<file path="config.mk">
export PLATFORM = sky130hd
export DESIGN_NAME = accu_mc
export DESIGN_NICKNAME = d
export VERILOG_FILES = /design/src/rtl/accu_mc.sv
export SDC_FILE = /design/constraint.sdc
export NUM_CORES = 1
export LEC_CHECK = 0
export ABC_AREA = 1
export BUFFER_PORTS_ARGS = -buffer_cell sky130_fd_sc_hd__buf_2
export CAP_MARGIN = 40
export CORE_MARGIN = 3
export CORE_UTILIZATION = 61
export CTS_CLUSTER_SIZE = 16
export DETAILED_ROUTE_END_ITERATION = 8
export GPL_TIMING_DRIVEN = 0
export HOLD_SLACK_MARGIN = 0.08
export PLACE_DENSITY = 0.83
export SLEW_MARGIN = 10
export SYNTH_ARGS = -nofsm -noshare
export SYNTH_HDL_FRONTEND = slang
export SYNTH_SLANG_ARGS = --single-unit
</file>
<file path="constraint.sdc">
create_clock -name clk -period 3.4 [get_ports clk]
set_clock_uncertainty 0.2 [all_clocks]
set_input_delay 0.68 -clock clk [delete_from_list [all_inputs] [get_ports clk]]
set_output_delay 0.68 -clock clk [all_outputs]
set_load 0.01 [all_outputs]
</file>
<file path="src/rtl/accu_mc.sv">
// accu_mc: CHANNELS independent ACC_W-bit accumulators driven by ADD/SUB/LOAD/CLEAR ops, each op wrapping or saturating.
// Latency: 1 cycle; an op accepted at edge N presents its result from edge N until the output handshake completes.
// Backpressure: one-deep output register; in_ready = !out_valid || out_ready, so a stalled output stalls the input.
module accu_mc #(
    parameter int  IN_W     = 8,
    parameter int  ACC_W    = 16,
    parameter int  CHANNELS = 4,
    localparam int CH_W     = $clog2(CHANNELS)
) (
    input  logic                clk,
    input  logic                reset,
    input  logic                in_valid,
    output logic                in_ready,
    input  logic [CH_W-1:0]     in_ch,
    input  logic [1:0]          in_op,
    input  logic                in_sat,
    input  logic [IN_W-1:0]     in_data,
    output logic                out_valid,
    input  logic                out_ready,
    output logic [CH_W-1:0]     out_ch,
    output logic [ACC_W-1:0]    out_data,
    output logic                out_ovf,
    output logic [CHANNELS-1:0] ovf_sticky
);

    typedef enum logic [1:0] {
        OP_ADD   = 2'b00,
        OP_SUB   = 2'b01,
        OP_LOAD  = 2'b10,
        OP_CLEAR = 2'b11
    } op_e;

    logic [ACC_W-1:0]    acc [CHANNELS];
    logic                accept;
    logic                ch_ok;
    op_e                 op;
    logic [ACC_W-1:0]    a;
    logic [ACC_W-1:0]    d_ext;
    logic [ACC_W:0]      sum;
    logic [ACC_W:0]      diff;
    logic [ACC_W-1:0]    result;
    logic                ovf;
    logic [CHANNELS-1:0] sticky_nxt;

    // The output register can take a new result when empty or draining this cycle.
    assign in_ready = !out_valid || out_ready;
    assign accept   = in_valid && in_ready;
    assign op       = op_e'(in_op);
    assign d_ext    = ACC_W'(in_data);

    // Channel numbers beyond CHANNELS exist only for non-power-of-two counts; they touch no state.
    assign ch_ok = ({1'b0, in_ch} < (CH_W + 1)'(CHANNELS));

    // Read the addressed accumulator; an unmapped channel reads as zero.
    always_comb begin
        a = '0;
        if (ch_ok) begin
            a = acc[in_ch];
        end
    end

    // Compute the op result and its overflow/underflow flag.
    always_comb begin
        sum    = {1'b0, a} + {1'b0, d_ext};
        diff   = {1'b0, a} - {1'b0, d_ext};
        result = '0;
        ovf    = 1'b0;
        case (op)
            OP_ADD: begin
                ovf    = sum[ACC_W];
                result = (ovf && in_sat) ? '1 : sum[ACC_W-1:0];
            end
            OP_SUB: begin
                // The extra top bit of the difference is the borrow.
                ovf    = diff[ACC_W];
                result = (ovf && in_sat) ? '0 : diff[ACC_W-1:0];
            end
            OP_LOAD: begin
                result = d_ext;
            end
            default: begin
                result = '0;
            end
        endcase
        if (!ch_ok) begin
            result = '0;
            ovf    = 1'b0;
        end
    end

    // Next sticky flags: CLEAR wipes the channel's flag, any overflow sets it.
    always_comb begin
        sticky_nxt = ovf_sticky;
        if (accept && ch_ok) begin
            if (op == OP_CLEAR) begin
                sticky_nxt[in_ch] = 1'b0;
            end
            if (ovf) begin
                sticky_nxt[in_ch] = 1'b1;
            end
        end
    end

    // Accumulators are written at accept so back-to-back ops on one channel chain without stalls.
    always_ff @(posedge clk or posedge reset) begin
        if (reset) begin
            for (int i = 0; i < CHANNELS; i++) begin
                acc[i] <= '0;
            end
        end else if (accept && ch_ok) begin
            acc[in_ch] <= result;
        end
    end

    // Sticky overflow register.
    always_ff @(posedge clk or posedge reset) begin
        if (reset) begin
            ovf_sticky <= '0;
        end else begin
            ovf_sticky <= sticky_nxt;
        end
    end

    // Output stage: reload on accept, drop valid after a handshake with no new accept, else hold.
    always_ff @(posedge clk or posedge reset) begin
        if (reset) begin
            out_valid <= 1'b0;
            out_ch    <= '0;
            out_data  <= '0;
            out_ovf   <= 1'b0;
        end else if (accept) begin
            out_valid <= 1'b1;
            out_ch    <= in_ch;
            out_data  <= result;
            out_ovf   <= ovf;
        end else if (out_ready) begin
            out_valid <= 1'b0;
        end
    end

endmodule
</file>
==> qor.txt, run 1 <==
Placed insts = 963
Via Count = 5717
Routed len/inst = 16.6 µm
Max Clk Rate = 298 MHz
Die Y = 102 µm
Ys Warns = 0
GR Util All Layers = 0.312
Critical Path RT = 3500 ps
GP Congestion = 0.954
Global-route wire length before repair = 25.3 mm
Detail Route Antenna Nets = 0
Seq/Total Area, Yosys = 0.389
Core area = 0.00889 mm²
Fin crit share = 0.988
Asr flop ratio synth = 1.00
Ys flop type = dfrtp_1
Tmin final = 3360 ps
Synth Register Bits = 88
Mapped Cells = 815
# fillers = 697
# diodes = 0
Footprint of the multi-input gates = 0.00325 mm²
Final Non-Filler Cells = 988
Worst setup margin = 40.5 ps
Drt pass-1 iters = 5
Initial antenna violation count = 0
Final WL = 16.4 mm
Worst vdd rail ir drop = 0.000499 V
Top cells by area, synth = dfrtp_1, nand2_1, nand3_1
Status = complete, no violations
Yosys top cell area share = 0.389
Starting density of the core = 0.637
Synthesized net count = 851
Dpl ws = -621 ps
Synth cell types = 36
Worst-Margin Slew = 765 ps
Most common cell in the netlist = nand2_1
WP data arrival = 3460 ps
GRT overflow = 0
Final hold vios = 0
Synth area leader = dfrtp_1
CTS tree = built
Worst hold path class = in2async
CTS max path bufs = 2
Drt drc = 0
Area Growth Syn to Fin = 14.9%
Setup-failing EPs final = 0
Slew HR = 0.488
Layout cell share with drive strength beyond 1 = 0.176
Pin count of the biggest net entering global routing = 62
Avg Inst Size Synth = 6.95 µm²
FF/Latch Area = 0.00220 mm²
Final Max Tran Viols = 0
Synth Cell Area = 0.00567 mm²
LEAKAGE = 0.00366 µW
Reg clk slew, reported paths = 90 ps
DIE WIDTH = 102 µm
Via density = 5.79
Initial drt markers = 584
CP Class = in2reg
IO Pins = 42
Layout Nets = 911
Clk sink count = 88
MaxCap Viol Count = 0
IO buf count = 39
Top post-synthesis cells by count = nand2_1, dfrtp_1, inv_1
CP Launch Type = primary input
Clk root buf = clkbuf_8
CP Capture Type = flip-flop
DP Wirelength = 11.7 mm
H-tree depth = 3
Number of global-route vias before repair = 5287
Crit-path max FO = 10
FP Rows = 34
Die footprint = 0.0105 mm²
Clk_lat worst skew = 370 ps
Total CTS buffers = 9
EDFF count, synth = 0
Power per cell area = 701 mW/mm²
-- cell usage in the layout, fill, tap and decap left out, types with 3 or more instances in the layout --
master / instances
clkbuf_1: 13
nand2_1: 398
nor2_4: 5
dfrtp_1: 88
nand2_2: 25
clkbuf_8: 9
nand3_2: 9
o21ai_4: 3
buf_8: 4
o21ai_0: 14
nor2_2: 8
a22oi_1: 17
ha_2: 4
nand3_1: 42
xor2_1: 13
nand2_4: 3
buf_4: 7
a21oi_1: 14
inv_2: 4
inv_4: 4
buf_2: 41
buf_6: 6
nor2_1: 45
ha_1: 11
inv_1: 49
o21ai_1: 9
-- power by group --
part / switching (µW) / internal (µW) / total (µW)
Combinational: 1420 / 739 / 2160
Sequential: 223 / 1390 / 1620
Clock: 379 / 415 / 794
-- kinds of logic after synthesis --
group | after synthesis | synth area share
adders and majority gates | 19 | 0.0446
and+or+nand+nor | 546 | 0.406
xor gates and xnor gates | 13 | 0.0201
DFF | 88 | 0.389
AOI/OAI and AO/OA | 67 | 0.0735
buffers and inverters | 82 | 0.0673
-- worst max-delay path, stage by stage --
cell and delay, ps:
buf_8 120, inv_6 70, nor2_4 160, buf_6 140
a22oi_2 60, and2_4 170, inv_1 60, ha_2 190
fa_2 210, nand2_1 90, o21ai_2 220, nand2_1 120
nand2_2 130, nand2_4 70, nor2_4 150, nand3_4 120
clkbuf_16 190, o21ai_2 60, nand2_2 70, o21ai_4 160
nand2_1 110, nand2_1 90
-- per-layer routing --
metal | global-route usage | vias up | wire (µm)
met5 | 0 | - | 0
met4 | 0.111 | 0 | 384
met3 | 0.0505 | 39 | 1380
met2 | 0.492 | 313 | 7700
met1 | 0.439 | 2687 | 6910
li1 | - | 2678 | -
-- registers in the layout, summed over array words and instances (netlist names), named ones only --
name	flops
acc	64
out_ch	2
out_data	16
out_ovf	1
out_valid	1
ovf_sticky	2
-- area by class of cell --
type,instances,share of cell area
plain buffers,22,0.0267
clock buffers,11,0.0202
clock inverters,5,0.0125
inverters,59,0.0363
multi-input cells,646,0.498
flip-flops and latches,88,0.338
well taps,108,0.0208
repair buffers,49,0.0469
-- through the flow --
stage | power (µW) | hold slack (ps) | area (µm²) | TNS [ps] | util
6_report | 4570 | 94.4 | 6510 | 0 | 0.732
5_1_grt | 4860 | 119 | 6510 | -32.8 | 0.732
4_1_cts | 4390 | 110 | 6300 | 0 | 0.708
3_5_place_dp | 3570 | 261 | 6030 | -44090 | 0.678
3_3_place_gp | 3490 | 259 | 6000 | -91800 | 0.675
2_1_floorplan | 3010 | 249 | 5670 | 0 | -
-- path summary, 6_finish.rpt --
| check | startpoint | end | slack, ps | cells after the start |
|---|---|---|---|---|
| hold / removal | reset | acc[11] | 90 | 2 |
| min in group clk | out_ovf | out_ovf | 290 | 2 |
| hold reg to reg | out_ovf | out_ovf | 290 | 2 |
| setup reg to reg | acc[50] | acc[56] | 370 | 17 |
| setup / recovery | in_ch[0] | acc[56] | 40 | 22 |
| max in group asynchronous | reset | ovf_sticky[3] | 2300 | 3 |
-- what timing repair did --
item / 4_1_cts / 5_1_grt
resized for setup: 12 / 38
setup endpoints to repair: 85 / 84
setup buffers: 0 / 7
hold endpoints to repair: 0 / 0
cloned: 0 / 3
hold buffers: 0 / 0
pin swaps: 1 / 11
Note: power is estimated with default switching activity, not from simulation.
==> run 2, diff against run 1 <==
- RECOVER_POWER: default -> 25
==> run 2 against run 1 <==
First-iteration DRC count did not move. Worst hold slack improved by 190 ps. Clock power barely moved. Non-clock buffer count did not move. Global-route usage did not move. Highest routed layer unchanged. Flip-flop and latch count did not move. Routed wire length barely moved. Sequential power barely moved. Final area fell by 0.37%.
==> qor.txt, run 2 (same netlist as run 1, synthesis figures left out) <==
Status = complete, no violations
Switching Power = 2020 µW (about the same)
Commonest cells after routing, fill and taps aside = nand2_1, dfrtp_1, inv_1
Net Sw Frac = 0.442 (about the same)
Total CTS buffers = 9 (unchanged)
# fillers = 701 (+0.57%)
Final Non-Filler Cells = 988 (unchanged)
CTS max path bufs = 2 (unchanged)
Initial antenna violation count = 0 (unchanged)
Worst vdd rail ir drop = 0.000504 V (+1.0%)
Routed len/inst = 16.6 µm (about the same)
Tmin final = 3350 ps (-8.14 ps)
Fin crit share = 0.986 (-0.00239)
Clk root buf = clkbuf_8
Placed insts = 963 (unchanged)
Clk sink count = 88 (unchanged)
Seq pwr share = 0.354 (about the same)
Drt pass-1 iters = 6 (+1)
CTS tree = built
Top delay family on crit path = simple AND/OR/NAND/NOR gates
Layout cell share with drive strength beyond 1 = 0.176 (unchanged)
Pin count of the biggest net entering global routing = 62 (unchanged)
Detail Route Antenna Nets = 0 (unchanged)
Dpl ws = -621 ps (unchanged)
Crit-path max FO = 10 (unchanged)
Max stage delay on crit path = 220 ps (about the same)
CP cell instances = buf_8 -> inv_6 -> nor2_4 -> buf_6 -> a22oi_2 -> and2_4 -> inv_1 -> ha_2 -> fa_2 -> nand2_1 -> o21ai_2 -> nand2_1 -> nand2_2 -> nand2_4 -> nor2_4 -> nand3_4 -> clkbuf_16 -> o21ai_2 -> nand2_2 -> o21ai_4 -> nand2_1 -> nand2_1
Most common cell after layout, fill and taps aside = nand2_1
Initial drt markers = 584 (unchanged)
CP Launch Type = primary input
Worst setup margin = 48.7 ps (+8.14 ps)
Critical path's most frequent cell = nand2_1
Core area = 0.00889 mm² (unchanged)
Final WL = 16.4 mm (about the same)
DIE WIDTH = 102 µm (unchanged)
Slew HR = 0.0255 (-0.463)
Final hold vios = 0 (unchanged)
Layout Utilization = 0.730 (-0.00267)
Worst hold path class = reg2reg
GP Congestion = 0.954 (unchanged)
FF/Latch Area = 0.00220 mm² (unchanged)
Number of global-route vias before repair = 5287 (unchanged)
IO Pins = 42 (unchanged)
H-tree depth = 3 (unchanged)
MaxCap Viol Count = 0 (unchanged)
Worst-Margin Slew = 1460 ps (+697 ps)
GR Util All Layers = 0.312 (unchanged)
Max Clk Rate = 298 MHz (+0.24%)
GRT overflow = 0 (unchanged)
Power Total = 4560 µW (about the same)
Global-route wire length before repair = 25.3 mm (unchanged)
Drt drc = 0 (unchanged)
Worst hold margin = 284 ps (+190 ps)
DP Wirelength = 11.7 mm (unchanged)
CP Capture Type = flip-flop
Internal = 2550 µW (-0.12%)
Footprint of the multi-input gates = 0.00325 mm² (unchanged)
Clock network power share = 0.174 (about the same)
Combinational share of power = 0.471 (about the same)
Largest regs = acc: 64 flops, out_data: 16 flops
LEAKAGE = 0.00364 µW (-0.35%)
Critical Path RT = 3500 ps (about the same)
WP data arrival = 3450 ps (about the same)
Area Growth Syn to Fin = 14.5%
Slowest stage cell on the critical path = o21ai_2
IO buf count = 39 (unchanged)
Reg clk slew, reported paths = 90 ps (about the same)
Setup-failing EPs final = 0 (unchanged)
# diodes = 0 (unchanged)
Power per cell area = 703 mW/mm² (+0.29%)
FP Rows = 34 (unchanged)
CP Class = in2reg
Layout Nets = 911 (unchanged)
Die footprint = 0.0105 mm² (unchanged)
Via density = 5.79 (about the same)
Die Y = 102 µm (unchanged)
Final Max Tran Viols = 0 (unchanged)
Worst path bufs/invs = 5 (unchanged)
Starting density of the core = 0.637 (unchanged)
Clk_lat worst skew = 370 ps (about the same)
Via Count = 5719 (+0.035%)
Max reg flops = 64 (unchanged)
Most flops, register = acc
-- run 2: changes by cell type in the layout (fill, tap and decap cells not counted) --
cell	previous run	this run
inv_4	4	3
clkinvlp_2	0	1
clkbuf_2	0	1
buf_16	1	0
-- run 2: layout make-up --
| type | instances | share of cell area |
|---|---|---|
| inverter | 59 | 0.0363 |
| clock buffer | 11 | 0.0203 |
| multi-input combinational | 646 | 0.500 |
| sequential | 88 | 0.339 |
| tap | 108 | 0.0208 |
| timing repair buffer | 49 | 0.0436 |
| buffer | 22 | 0.0268 |
| clock inverter | 5 | 0.0125 |
-- run 2: power groups by stage --
stage / logic, µW / registers (µW) / clock network (µW)
floorplan: 1400 / 1620 / 0
global placement: 1880 / 1600 / 0
detailed placement: 1950 / 1620 / 0
CTS: 2000 / 1600 / 786
global route: 2380 / 1650 / 824
finish: 2150 / 1620 / 794
-- run 2: per-stage QoR --
| step | instance area (µm²) | TNS, ps |
|---|---|---|
| floorplan | 5670 | 0 |
| global placement | 6000 | -91800 |
| detailed placement | 6030 | -44090 |
| CTS | 6300 | 0 |
| global route | 6490 | -32.8 |
| finish | 6490 | 0 |
-- run 2: routing by layer --
metal  wire [µm]  global-route usage
met2        7660               0.492
met3        1410              0.0505
met4         400               0.111
met5           0                   0
met1        6910               0.439
-- run 2: path summary, 6_finish.rpt --
path / to / cells past startpoint / slack (ps) / start
setup / recovery: acc[56] / 22 / 50 / in_ch[0]
hold / removal: out_data[7] / 2 / 280 / out_data[7]
setup reg to reg: acc[56] / 17 / 370 / acc[50]
hold reg to reg: out_data[7] / 2 / 280 / out_data[7]
max in group asynchronous: acc[20] / 3 / 710 / reset
min in group asynchronous: acc[30] / 2 / 340 / reset
-- run 2: tightest hold or removal path, cell delays in order (launching register included) --
cell and delay [ps]:
dfrtp_1 350, nand2_1 50, nand2_1 60
-- run 2: what timing repair did --
item / 4_1_cts / 5_1_grt
setup endpoints to repair: 85 / 84
hold buffers: 0 / 0
resized for setup: 12 / 38
pin swaps: 1 / 11
gates cloned: 0 / 3
buffers inserted: 0 / 7
